`src/rtl/sig_gen_pkg.sv`:
```
// sig_gen_pkg: shared types, default width and zero-clamp helper for the test-signal generator.
package sig_gen_pkg;
    typedef enum logic [1:0] {IDLE, HIGH, LOW} state_t;
    localparam int CNT_W_DEF = 32;
    function automatic logic [63:0] clamp1(input logic [63:0] v);
        return (v == '0) ? 64'd1 : v;
    endfunction
endpackage

```
`src/rtl/sig_gen_if.sv`:
```
// sig_gen_if: configuration/status bundle between the register file (master) and the generator (slave).
interface sig_gen_if #(parameter int CNT_W = 32);
    logic             gen_en_i;
    logic             cfg_wr_en_i;
    logic [CNT_W-1:0] high_cnt_i;
    logic [CNT_W-1:0] low_cnt_i;
    logic [CNT_W-1:0] burst_total_i;
    logic             sig_clk_o;
    logic             busy_o;
    logic             done_o;
    logic [CNT_W-1:0] period_cnt_o;
    modport master (
        output gen_en_i, cfg_wr_en_i, high_cnt_i, low_cnt_i, burst_total_i,
        input  sig_clk_o, busy_o, done_o, period_cnt_o
    );
    modport slave (
        input  gen_en_i, cfg_wr_en_i, high_cnt_i, low_cnt_i, burst_total_i,
        output sig_clk_o, busy_o, done_o, period_cnt_o
    );
endinterface

```
`src/rtl/sig_gen.sv`:
```
// sig_gen: programmable square-wave generator with high/low time, burst length and graceful stop.
module sig_gen
    import sig_gen_pkg::*;
#(
    parameter int CNT_W = CNT_W_DEF
) (
    input  logic     clk_i,
    input  logic     rst_n_i,
    sig_gen_if.slave bus
);
    state_t           state;
    logic             halted;
    logic [CNT_W-1:0] sh_hi, sh_lo, sh_burst, lo, burst, cnt;
    logic [CNT_W-1:0] nxt_hi, nxt_lo, nxt_burst, pc_inc;
    logic             last_low, hit, fin, start;
    // A write landing on a period boundary bypasses the shadow so it applies to the new period.
    always_comb begin
        nxt_hi    = bus.cfg_wr_en_i ? CNT_W'(clamp1(64'(bus.high_cnt_i))) : sh_hi;
        nxt_lo    = bus.cfg_wr_en_i ? CNT_W'(clamp1(64'(bus.low_cnt_i))) : sh_lo;
        nxt_burst = bus.cfg_wr_en_i ? bus.burst_total_i : sh_burst;
        pc_inc    = bus.period_cnt_o + CNT_W'(1);
        last_low  = (state == LOW) && (cnt == '0);
        hit       = (burst != '0) && (pc_inc == burst);
        fin       = last_low && (hit || !bus.gen_en_i);
        start     = (state == IDLE) ? (bus.gen_en_i && !halted) : (last_low && !fin);
    end
    always_ff @(posedge clk_i or negedge rst_n_i) begin
        if (!rst_n_i) begin
            state            <= IDLE;
            halted           <= 1'b0;
            sh_hi            <= CNT_W'(1);
            sh_lo            <= CNT_W'(1);
            sh_burst         <= '0;
            lo               <= CNT_W'(1);
            burst            <= '0;
            cnt              <= '0;
            bus.sig_clk_o    <= 1'b0;
            bus.busy_o       <= 1'b0;
            bus.done_o       <= 1'b0;
            bus.period_cnt_o <= '0;
        end else begin
            bus.done_o <= 1'b0;
            if (bus.cfg_wr_en_i) begin
                sh_hi    <= nxt_hi;
                sh_lo    <= nxt_lo;
                sh_burst <= nxt_burst;
            end
            if (!bus.gen_en_i) halted <= 1'b0;
            if (start) begin
                state            <= HIGH;
                bus.sig_clk_o    <= 1'b1;
                bus.busy_o       <= 1'b1;
                cnt              <= nxt_hi - CNT_W'(1);
                lo               <= nxt_lo;
                burst            <= nxt_burst;
                bus.period_cnt_o <= (state == IDLE) ? '0 : pc_inc;
            end else if (fin) begin
                state            <= IDLE;
                bus.busy_o       <= 1'b0;
                bus.done_o       <= 1'b1;
                bus.period_cnt_o <= pc_inc;
                halted           <= bus.gen_en_i && hit;
            end else if (state == HIGH && cnt == '0) begin
                state         <= LOW;
                bus.sig_clk_o <= 1'b0;
                cnt           <= lo - CNT_W'(1);
            end else if (state != IDLE) begin
                cnt <= cnt - CNT_W'(1);
            end
        end
    end
endmodule

```
`src/flat_wrapper.sv`:
```
// flat-port wrapper written by rule: the top's interface ports become plain ports
module sig_gen_flat import sig_gen_pkg::*;
#(
    parameter int CNT_W = CNT_W_DEF
)
  (clk_i, rst_n_i, bus_gen_en_i, bus_cfg_wr_en_i, bus_high_cnt_i, bus_low_cnt_i, bus_burst_total_i, bus_sig_clk_o, bus_busy_o, bus_done_o, bus_period_cnt_o);
  sig_gen_if #(.CNT_W(CNT_W)) bus_i ();
  input  logic clk_i;
  input  logic rst_n_i;
  input wire logic [$bits(bus_i.gen_en_i)-1:0] bus_gen_en_i;
  input wire logic [$bits(bus_i.cfg_wr_en_i)-1:0] bus_cfg_wr_en_i;
  input wire logic [$bits(bus_i.high_cnt_i)-1:0] bus_high_cnt_i;
  input wire logic [$bits(bus_i.low_cnt_i)-1:0] bus_low_cnt_i;
  input wire logic [$bits(bus_i.burst_total_i)-1:0] bus_burst_total_i;
  output wire logic [$bits(bus_i.sig_clk_o)-1:0] bus_sig_clk_o;
  output wire logic [$bits(bus_i.busy_o)-1:0] bus_busy_o;
  output wire logic [$bits(bus_i.done_o)-1:0] bus_done_o;
  output wire logic [$bits(bus_i.period_cnt_o)-1:0] bus_period_cnt_o;
  assign bus_i.gen_en_i = bus_gen_en_i;
  assign bus_i.cfg_wr_en_i = bus_cfg_wr_en_i;
  assign bus_i.high_cnt_i = bus_high_cnt_i;
  assign bus_i.low_cnt_i = bus_low_cnt_i;
  assign bus_i.burst_total_i = bus_burst_total_i;
  assign bus_sig_clk_o = bus_i.sig_clk_o;
  assign bus_busy_o = bus_i.busy_o;
  assign bus_done_o = bus_i.done_o;
  assign bus_period_cnt_o = bus_i.period_cnt_o;
  sig_gen #(.CNT_W(CNT_W)) u_core (.clk_i(clk_i), .rst_n_i(rst_n_i), .bus(bus_i));
endmodule
```
`config.mk`:
```
export PLATFORM = sky130hd
export DESIGN_NAME = sig_gen_flat
export DESIGN_NICKNAME = d
export VERILOG_FILES = /design/src/rtl/sig_gen_pkg.sv /design/src/rtl/sig_gen_if.sv /design/src/rtl/sig_gen.sv /design/src/flat_wrapper.sv
export SDC_FILE = /design/constraint.sdc
export NUM_CORES = 1
export LEC_CHECK = 0
export BUFFER_PORTS_ARGS = -buffer_cell sky130_fd_sc_hd__buf_2
export CORE_UTILIZATION = 30
export CTS_CLUSTER_SIZE = 8
export DETAILED_ROUTE_END_ITERATION = 10
export HOLD_SLACK_MARGIN = 0.15
export PLACE_DENSITY_LB_ADDON = 0.08
export SYNTH_ARGS = -nofsm -noshare
export SYNTH_HDL_FRONTEND = slang
export SYNTH_SLANG_ARGS = --single-unit
```
`constraint.sdc`:
```
create_clock -name clk_i -period 7.8 [get_ports clk_i]
set_input_delay 1.56 -clock clk_i [delete_from_list [all_inputs] [get_ports clk_i]]
set_output_delay 1.56 -clock clk_i [all_outputs]
set_load 0.02 [all_outputs]
```
; After elaboration in Yosys (flattened, before gate mapping)
; Index checks and enable logic that the tools add are counted.
[op_classes]
addsub = 4
eq_ne = 4
n_mux = 26
reduce_logical = 23
[ops]
columns = cell, n
row1 = 32-bit two-way mux, 12
row2 = 32-bit logical NOT, 3
row3 = "32-bit by 1-bit subtractor with 32-bit output, second input constant", 3
row4 = "32-bit by 1-bit adder with 32-bit output, second input constant", 1
row5 = 32-bit equality test, 1
row6 = 32-bit nonzero test, 1
row7 = 1-bit two-way mux, 11
row8 = 1-bit logical AND, 7
row9 = 2-bit two-way mux, 3
row10 = 2-bit nonzero test, 3
row11 = 3-bit nonzero test, 2
row12 = 2-bit AND reduction, 2
row13 = 1-bit logical NOT, 3
row14 = "2-bit by 1-bit equality test with 1-bit output, second input constant", 1
row15 = "2-bit equality test, second input constant", 1
row16 = 2-bit logical NOT, 1
row17 = "2-bit != test, second input constant", 1
row18 = 1-bit logical OR, 1
[totals]
register_bits = 230
inputBits = 100
output_inout_bits = 35
wordCells = 69

; Longest topological paths before layout
; Gate-level depths: netlist of the first run.
[logic_depth]
ltp_word = 10
ltp_mapped = 25

; Worst setup path before layout of the first run
; OpenSTA, ideal clock, no wires.
[synth_timing]
path_kind = reg2reg
from = register u_core.bus.period_cnt_o[7]
to = register u_core.cnt[24]
t_arrival_ps = 5952
required_ps = 7729
path_slack_ps = 1777
path_stages_with_launch = 26
path_buffers = 6
path_cell_list = dfrtp_1 -> clkbuf_1 -> nand4_2 -> or2_2 -> clkbuf_1 -> or4_1 -> xnor2_1 -> a2111o_1 -> or4_4 -> buf_6 -> o31a_1 -> nor2_1 -> buf_2 -> buf_2 -> buf_1 -> nand2_1 -> o21ai_0 -> ha_1 -> and4b_1 -> nand3_1 -> nor4_1 -> nor3_1 -> a21o_1 -> or2_1 -> or3_1 -> nand4_1
[synth_via]
elab_chain_len = 10
elab_cells_between_ends = 12
cone_classes = add/sub (1) / eq/ne (2) / mux (2) / reduce/logical (7)
[synth_lines]
columns = item, line
row1 = start: declaration, sig_gen_if.sv:18  ; output sig_clk_o, busy_o, done_o, period_cnt_o
row2 = start signal: assignment, sig_gen.sv:56  ; bus.period_cnt_o <= (state == IDLE) ? '0 : pc_inc;
row3 = start signal: assignment, sig_gen.sv:61  ; bus.period_cnt_o <= pc_inc;
row4 = 32-bit by 1-bit adder with 32-bit output (*), sig_gen.sv:21  ; pc_inc = bus.period_cnt_o + CNT_W'(1);
row5 = 32-bit equality test (*), sig_gen.sv:23  ; hit = (burst != '0) && (pc_inc == burst);
row6 = 1-bit logical AND (*), sig_gen.sv:23
row7 = 1-bit logical OR (*), sig_gen.sv:24  ; fin = last_low && (hit || !bus.gen_en_i);
row8 = 1-bit logical AND (*), sig_gen.sv:24
row9 = 1-bit logical NOT, sig_gen.sv:25  ; start = (state == IDLE) ? (bus.gen_en_i && !halted) : (last_low && !fin);
row10 = 1-bit logical AND, sig_gen.sv:25
row11 = 1-bit two-way mux, sig_gen.sv:25
row12 = 2-bit != test (no source line) or 3-bit nonzero test (tied branches), n/a
row13 = 2-bit AND reduction (no source line), n/a
row14 = end signal: assignment, sig_gen.sv:53  ; cnt <= nxt_hi - CNT_W'(1);
row15 = end signal: assignment, sig_gen.sv:66  ; cnt <= lo - CNT_W'(1);
row16 = end signal: assignment, sig_gen.sv:68  ; cnt <= cnt - CNT_W'(1);
row17 = end: declaration, sig_gen.sv:13  ; logic [CNT_W-1:0] sh_hi, sh_lo, sh_burst, lo, burst, cnt;
; Mark *: on every way between the ends. The rest lies on a longest branch, timed or not.
; A chain may end at the register's enable or synchronous reset.

; Worst setup path in the final report of the first run
[layout_timing]
from = register u_core.bus.period_cnt_o[0]
to = register u_core.cnt[30]
; Same word-level chain as after synthesis.

==> results of run 1 <==
## power breakdown
part           total [mW]  switching, mW  leakage, nW  internal [mW]
Clock                1.35          0.539        0.451          0.812
Combinational        1.18          0.620         2.56          0.564
Sequential           1.96          0.426         2.75           1.53
Total                4.49           1.58         5.76           2.91
## layout make-up
type | count | area (um2)
fillers | 4093 | 25590
multi-input cells | 869 | 6140
flip-flops and latches | 230 | 5759
clock buffers | 48 | 924.6
repair buffers | 144 | 770.7
well taps | 525 | 656.9
inverters | 17 | 63.81
clock inverters | 1 | 8.758
## flip-flops by register name (all words and copies together), names as in the netlist, 2 cells and up
register / flops
u_core.bus.period_cnt_o: 32
u_core.sh_lo: 32
u_core.sh_hi: 32
u_core.burst: 32
u_core.state: 2
u_core.cnt: 32
u_core.lo: 32
u_core.sh_burst: 32
## layout by cell type (no fill, tap or decap), types with 4 or more instances in the layout
cell / synthesis / final
a2111oi_0: 6 / 6
or4_1: 4 / 4
inv_1: 17 / 17
nor4b_1: 8 / 7
xor2_1: 32 / 32
a21o_1: 5 / 5
o211ai_1: 7 / 7
o21ai_0: 67 / 66
nor2b_1: 5 / 5
o31ai_1: 4 / 4
mux2i_1: 18 / 18
nor3_1: 36 / 36
and4_1: 4 / 4
nand2b_1: 5 / 5
nor2_1: 89 / 88
a31oi_1: 5 / 5
nor4_1: 41 / 41
o21a_1: 4 / 4
and2_1: 5 / 5
or3_1: 19 / 19
clkbuf_1: 40 / 13
a21oi_1: 71 / 71
nand3b_1: 4 / 4
buf_2: 10 / 132
clkbuf_16: 0 / 35
nand3_1: 35 / 35
nand2_1: 87 / 86
buf_4: 0 / 10
dfrtp_1: 227 / 227
or2_2: 8 / 8
a211o_1: 4 / 4
mux2_2: 156 / 156
nand4_1: 20 / 20
xnor2_1: 51 / 51
and3_1: 7 / 7
## worst min path at each step
stage,from,endpoint,slack [ps],cells after the start
5_1_grt,u_core.bus.sig_clk_o$_DFFE_PN0P_,u_core.bus.sig_clk_o$_DFFE_PN0P_,500,2
3_3_place_gp,u_core.bus.busy_o$_DFFE_PN0N_,u_core.bus.busy_o$_DFFE_PN0N_,460,2
2_1_floorplan,u_core.sh_hi[15]$_DFFE_PN0P_,u_core.sh_hi[15]$_DFFE_PN0P_,460,2
3_5_place_dp,u_core.bus.busy_o$_DFFE_PN0N_,u_core.bus.busy_o$_DFFE_PN0N_,460,2
6_report,u_core.bus.busy_o$_DFFE_PN0N_,u_core.bus.busy_o$_DFFE_PN0N_,470,2
4_1_cts,u_core.bus.busy_o$_DFFE_PN0N_,u_core.bus.busy_o$_DFFE_PN0N_,470,2
## kinds of logic after synthesis
group / count (synthesis)
and+or+nand+nor: 396
DFF: 230
AOI/OAI and AO/OA: 212
muxes: 176
xor gates and xnor gates: 83
buffers and inverters: 78
adders and majority gates: 2
## critical path, stage by stage, from the launching register on
cell,delay (ps)
dfrtp_1,450
ha_1,240
nand3_1,360
nor4_2,660
nand4_1,290
xnor2_1,220
a2111oi_0,410
nand3_1,310
o31ai_4,590
nand2_4,490
nor2_1,230
a21oi_1,70
ha_1,330
and4b_1,250
nand2_1,100
o22ai_1,80
nor3_1,690
a21oi_1,270
nand4b_1,190
xnor2_1,130
o21ai_0,100
## routing by layer
layer  up-vias  GRT usage  share of wire
met5         -          0              0
met4         0    0.04672          0.017
met3        35    0.02956          0.045
met2       223     0.2472           0.40
met1      4707     0.3003           0.54
li1       4532          -              -
## stage by stage
stage                     cells  setup WS [ps]
after global placement     1785           1284
after global routing       1834          464.1
after CTS                  1834           1175
after floorplan            1177           1777
after detailed placement   1785           1189
final                      1834           1146
==> results.toml, run 1 <==
[status]
outcome = "complete, no violations"

[critical_path]
crit_fanout = 51
r2r_slack_ps = 1150
reg2regPathDepth = 20
cp_data_arrival_time_ps = 6990
cp.required_ps = 8140
startpoint_type = "flip-flop"
startpoint = "u_core.bus.period_cnt_o[0]$_DFFE_PN0N_"
r2r_start = "u_core.bus.period_cnt_o[0]$_DFFE_PN0N_"
worstSetupPathType = "flip-flop to flip-flop"
rr_endpoint = "u_core.cnt[30]$_DFFE_PN0P_"
crit_end = "u_core.cnt[30]$_DFFE_PN0P_"
crit_path_end_kind = "flip-flop"

[min_path]
hold_path_class = "flip-flop to flip-flop"

[synthesis]
synth-edff-count = 0
yosysTopAreaCellShare = 0.4665
yosys_warnings = 0
synth_top_family_by_area = "simple AND/OR/NAND/NOR gates"
synth-seq-cells = 230
synthTopCellsByArea = "dfrtp_1 (47%), mux2_2 (14%), xnor2_1 (3.7%), a21oi_1 (2.9%), o21ai_0 (2.8%)"
synth_fa_ha_area_frac = 0.002055
synth_area_per_cell_um2 = 10.35
synth-compound-area-share = 0.1078
yosysUniqueCellTypes = 75
ys.flop_type = "dfrtp_1"
synthCells = 1177
yosys.area.top_type = "dfrtp_1"
synthesis.area_um2 = 12180
synth-xor-area-share = 0.05969
syn_nets = 1279
yosys-mux-area-fraction = 0.1615
ys_top_cells_by_count = "dfrtp_1 (227), mux2_2 (156), nor2_1 (89)"
synth.most_common_cell = "dfrtp_1"
synthSimpleGateAreaFrac = 0.1703
yosysSeqAreaShare = 0.4729
synthArstFlopShare = 1.000

[flow_run]
drv_cap = 0

[clocking]
post_cts_buffers = 0
hold_buffers = 0
htreeDepth = 2
cts_tree = "yes"
clk_latency_ps = 520
clockBufferDepth = 3
ctsResizeCount = 0
numCtsBuffers = 34
cts_sinks = 230
cts.clk_slew.worst_paths_ps = 50
cts_root_buffer = "clkbuf_16"

[routing]
first_pass_iters = 5
wl_per_cell_um = 20.64
wl_mm = 37.85
first_iter_violations = 668
drt-vias-per-instance = 5.178
post-route-drc-count = 0
vias = 9497
ant_nets = 0

[place]
placed_area_um2 = 13390
dp_hpwl_mm = 27.42
port_buffers = 134
gp_congestion = 0.8994

[timing]
worst_pin_slew_ps = 1045
fmax_mhz = 150.3
skew_ps = 16.88
tns_ps = 0
maxSlewViolCount = 0
slew_headroom = 0.3034
timing.final.crit_share = 0.8530
grt_setup_unrepaired = "false"
final_hold_viol_count = 0
hold_ws_ps = 471.2
setup_viol = 0
period_minus_slack_ps = 6654

[power]
total_power_mw = 4.492
power_leakage_nw = 5.764
p_per_area_nw_per_um2 = 313.6
vdd_drop_max_mv = 0.1141

[global_routing]
grt_overflow = 0
grt_pass1_wl_mm = 58.61
track_usage = 0.1851
grt_pass1_vias = 9337
grt_max_degree = 149
antenna_found_initial = 0

[floorplanning]
dieArea_um2 = 41400
design.portCount = 135
die_h_um = 203.5
fp.dieW_um = 203.5
rows = 73
start_util = 0.3051
coreArea_um2 = 39910

[finish]
drive_above_1_share = 0.2796
antenna_cells = 0
final_util = 0.3589
syn2layout_area_growth_pct = 17.62
fin_area_um2 = 14320
nets = 1398
Power figures use the tool's default switching activity.
==> inputs of run 2 (changes only) <==
==> constraint.sdc (replaced) <==
create_clock -name clk_i -period 7.8 [get_ports clk_i]
set_input_delay 1.17 -clock clk_i [delete_from_list [all_inputs] [get_ports clk_i]]
set_output_delay 1.17 -clock clk_i [all_outputs]
set_load 0.02 [all_outputs]
==> results.toml, run 2 (synthesis results as in run 1) <==
[status]
outcome = "complete, no violations"

[critical_path]
r2r_start = "u_core.bus.period_cnt_o[8]$_DFFE_PN0N_"
startpoint_type = "flip-flop"
slowest_delay_ps = 710
r2r_slack_ps = 1180
reg2regPathDepth = 19
crit_path_end_kind = "flip-flop"
cp_top_family = "simple AND/OR/NAND/NOR gates"
crit_slowest_cell = "a2111oi_0"
cp_data_arrival_time_ps = 6960
cp.required_ps = 8140
rr_endpoint = "u_core.cnt[30]$_DFFE_PN0P_"
worstSetupPathType = "flip-flop to flip-flop"
cp_cell_sequence = "nand4_2, or3b_1, a2111oi_0, o211ai_1, a2111oi_0, nand3_1, o31ai_4, nand2_4, nor2_1, a21oi_1, ha_1, and4b_1, nand2_1, o22ai_1, nor3_1, a21oi_1, nand4b_1, xnor2_1, o21ai_0"
cp_num_buf_inv = 0
crit_fanout = 51

[clocking]
clockBufferDepth = 3
cts_tree = "yes"
numCtsBuffers = 35
clk_latency_ps = 520
cts.clk_slew.worst_paths_ps = 50
post_cts_buffers = 0
htreeDepth = 2
cts_root_buffer = "clkbuf_16"
ctsResizeCount = 0
hold_buffers = 0
cts_sinks = 230

[global_routing]
grt_pass1_wl_mm = 59.71
use_met1 = 0.3073
use_met3 = 0.02828
grt_max_degree = 115
grt_busiest_layer = "met1"
met2_usage = 0.2502
track_usage = 0.1881
grt_overflow = 0
antenna_found_initial = 0
grt_pass1_vias = 9343

[routing]
ant_nets = 0
vias = 9640
wl_per_cell_um = 20.78
wl_mm = 38.32
first_iter_violations = 651
post-route-drc-count = 0
first_pass_iters = 5
drt-vias-per-instance = 5.228

[timing]
period_minus_slack_ps = 6619
worst_pin_slew_ps = 1108
setup_viol = 0
timing.final.crit_share = 0.8486
tns_ps = 0
maxSlewViolCount = 0
final_hold_viol_count = 0
layout_setup_ws_ps = 1181
slew_headroom = 0.2615
skew_ps = 11.88
fmax_mhz = 151.1
grt_setup_unrepaired = "false"

[floorplanning]
start_util = 0.3051
rows = 73
fp.dieW_um = 203.5
die_h_um = 203.5
coreArea_um2 = 39910
dieArea_um2 = 41400
design.portCount = 135

[finish]
drive_above_1_share = 0.2813
syn2layout_area_growth_pct = 18.36
final_common_cell = "dfrtp_1"
final_util = 0.3611
nets = 1400
antenna_cells = 0
final_cell_mix = "dfrtp_1 (227), mux2_2 (156), buf_2 (132)"

[place]
post-place-ws_ps = 1175
dp_hpwl_mm = 27.68
port_buffers = 134
gp_congestion = 0.9005

[flow_run]
drv_cap = 0

[min_path]
hp-start = "u_core.bus.busy_o$_DFFE_PN0N_"
whs_path_depth = 2
hold_path_class = "flip-flop to flip-flop"
min_to = "u_core.bus.busy_o$_DFFE_PN0N_"

[power]
p_per_area_nw_per_um2 = 317.7
total_power_mw = 4.579
vdd_drop_max_mv = 0.1167
power_leakage_nw = 5.808
-- run 2: changes by cell type in the layout (fill, tap and decap cells not counted) --
cell       change
buf_12         -1
buf_4          +2
bufinv_16      +1
clkbuf_1       +5
clkbuf_16      +1
clkinv_2       +1
clkinv_8       +1
-- run 2: worst register-to-register path, cell delays in order (launching register included) --
cell,delay [ps]
dfrtp_1,540
nand4_2,310
or3b_1,440
a2111oi_0,710
o211ai_1,210
a2111oi_0,410
nand3_1,320
o31ai_4,580
nand2_4,480
nor2_1,240
a21oi_1,80
ha_1,350
and4b_1,260
nand2_1,100
o22ai_1,80
nor3_1,680
a21oi_1,260
nand4b_1,200
xnor2_1,130
o21ai_0,90
-- run 2: through the flow --
step	hold WS, ps	std cells	instance area, um2
after floorplan	459.9	1177	12180
after global placement	458.1	1786	13390
after detailed placement	464.5	1786	13390
after CTS	477.6	1844	14410
after global routing	504.4	1844	14410
final	471.9	1844	14410
-- run 2: where the power goes --
part / switching [mW] / internal, mW
clock network: 0.547 / 0.883
registers: 0.424 / 1.53
logic: 0.630 / 0.564
total: 1.60 / 2.98
-- run 2: area by class of cell --
type,instances,area (um2)
clock buffers,54,968.4
clock inverters,4,60.06
fillers,4043,25500
inverters,17,63.81
multi-input cells,869,6140
flip-flops and latches,230,5759
well taps,525,656.9
repair buffers,145,765.7
-- run 2: how the worst max path moves through the flow --
stage	startpoint	to	slack (ps)	cells past startpoint
after floorplan	u_core.bus.period_cnt_o[7]$_DFFE_PN0N_	u_core.cnt[24]$_DFFE_PN0P_	1780	25
after global placement	u_core.bus.period_cnt_o[0]$_DFFE_PN0N_	u_core.cnt[26]$_DFFE_PN0P_	1290	20
after detailed placement	u_core.bus.period_cnt_o[0]$_DFFE_PN0N_	u_core.cnt[30]$_DFFE_PN0P_	1180	20
after CTS	u_core.bus.period_cnt_o[0]$_DFFE_PN0N_	u_core.cnt[30]$_DFFE_PN0P_	1160	20
after global routing	u_core.bus.period_cnt_o[0]$_DFFE_PN0N_	u_core.cnt[26]$_DFFE_PN0P_	660	20
final	u_core.bus.period_cnt_o[8]$_DFFE_PN0N_	u_core.cnt[30]$_DFFE_PN0P_	1180	19
-- run 2: routing by layer --
metal	part of all wire	up-vias
met5	0	-
met4	0.019	0
met3	0.050	45
met2	0.39	269
met1	0.54	4766
li1	-	4560
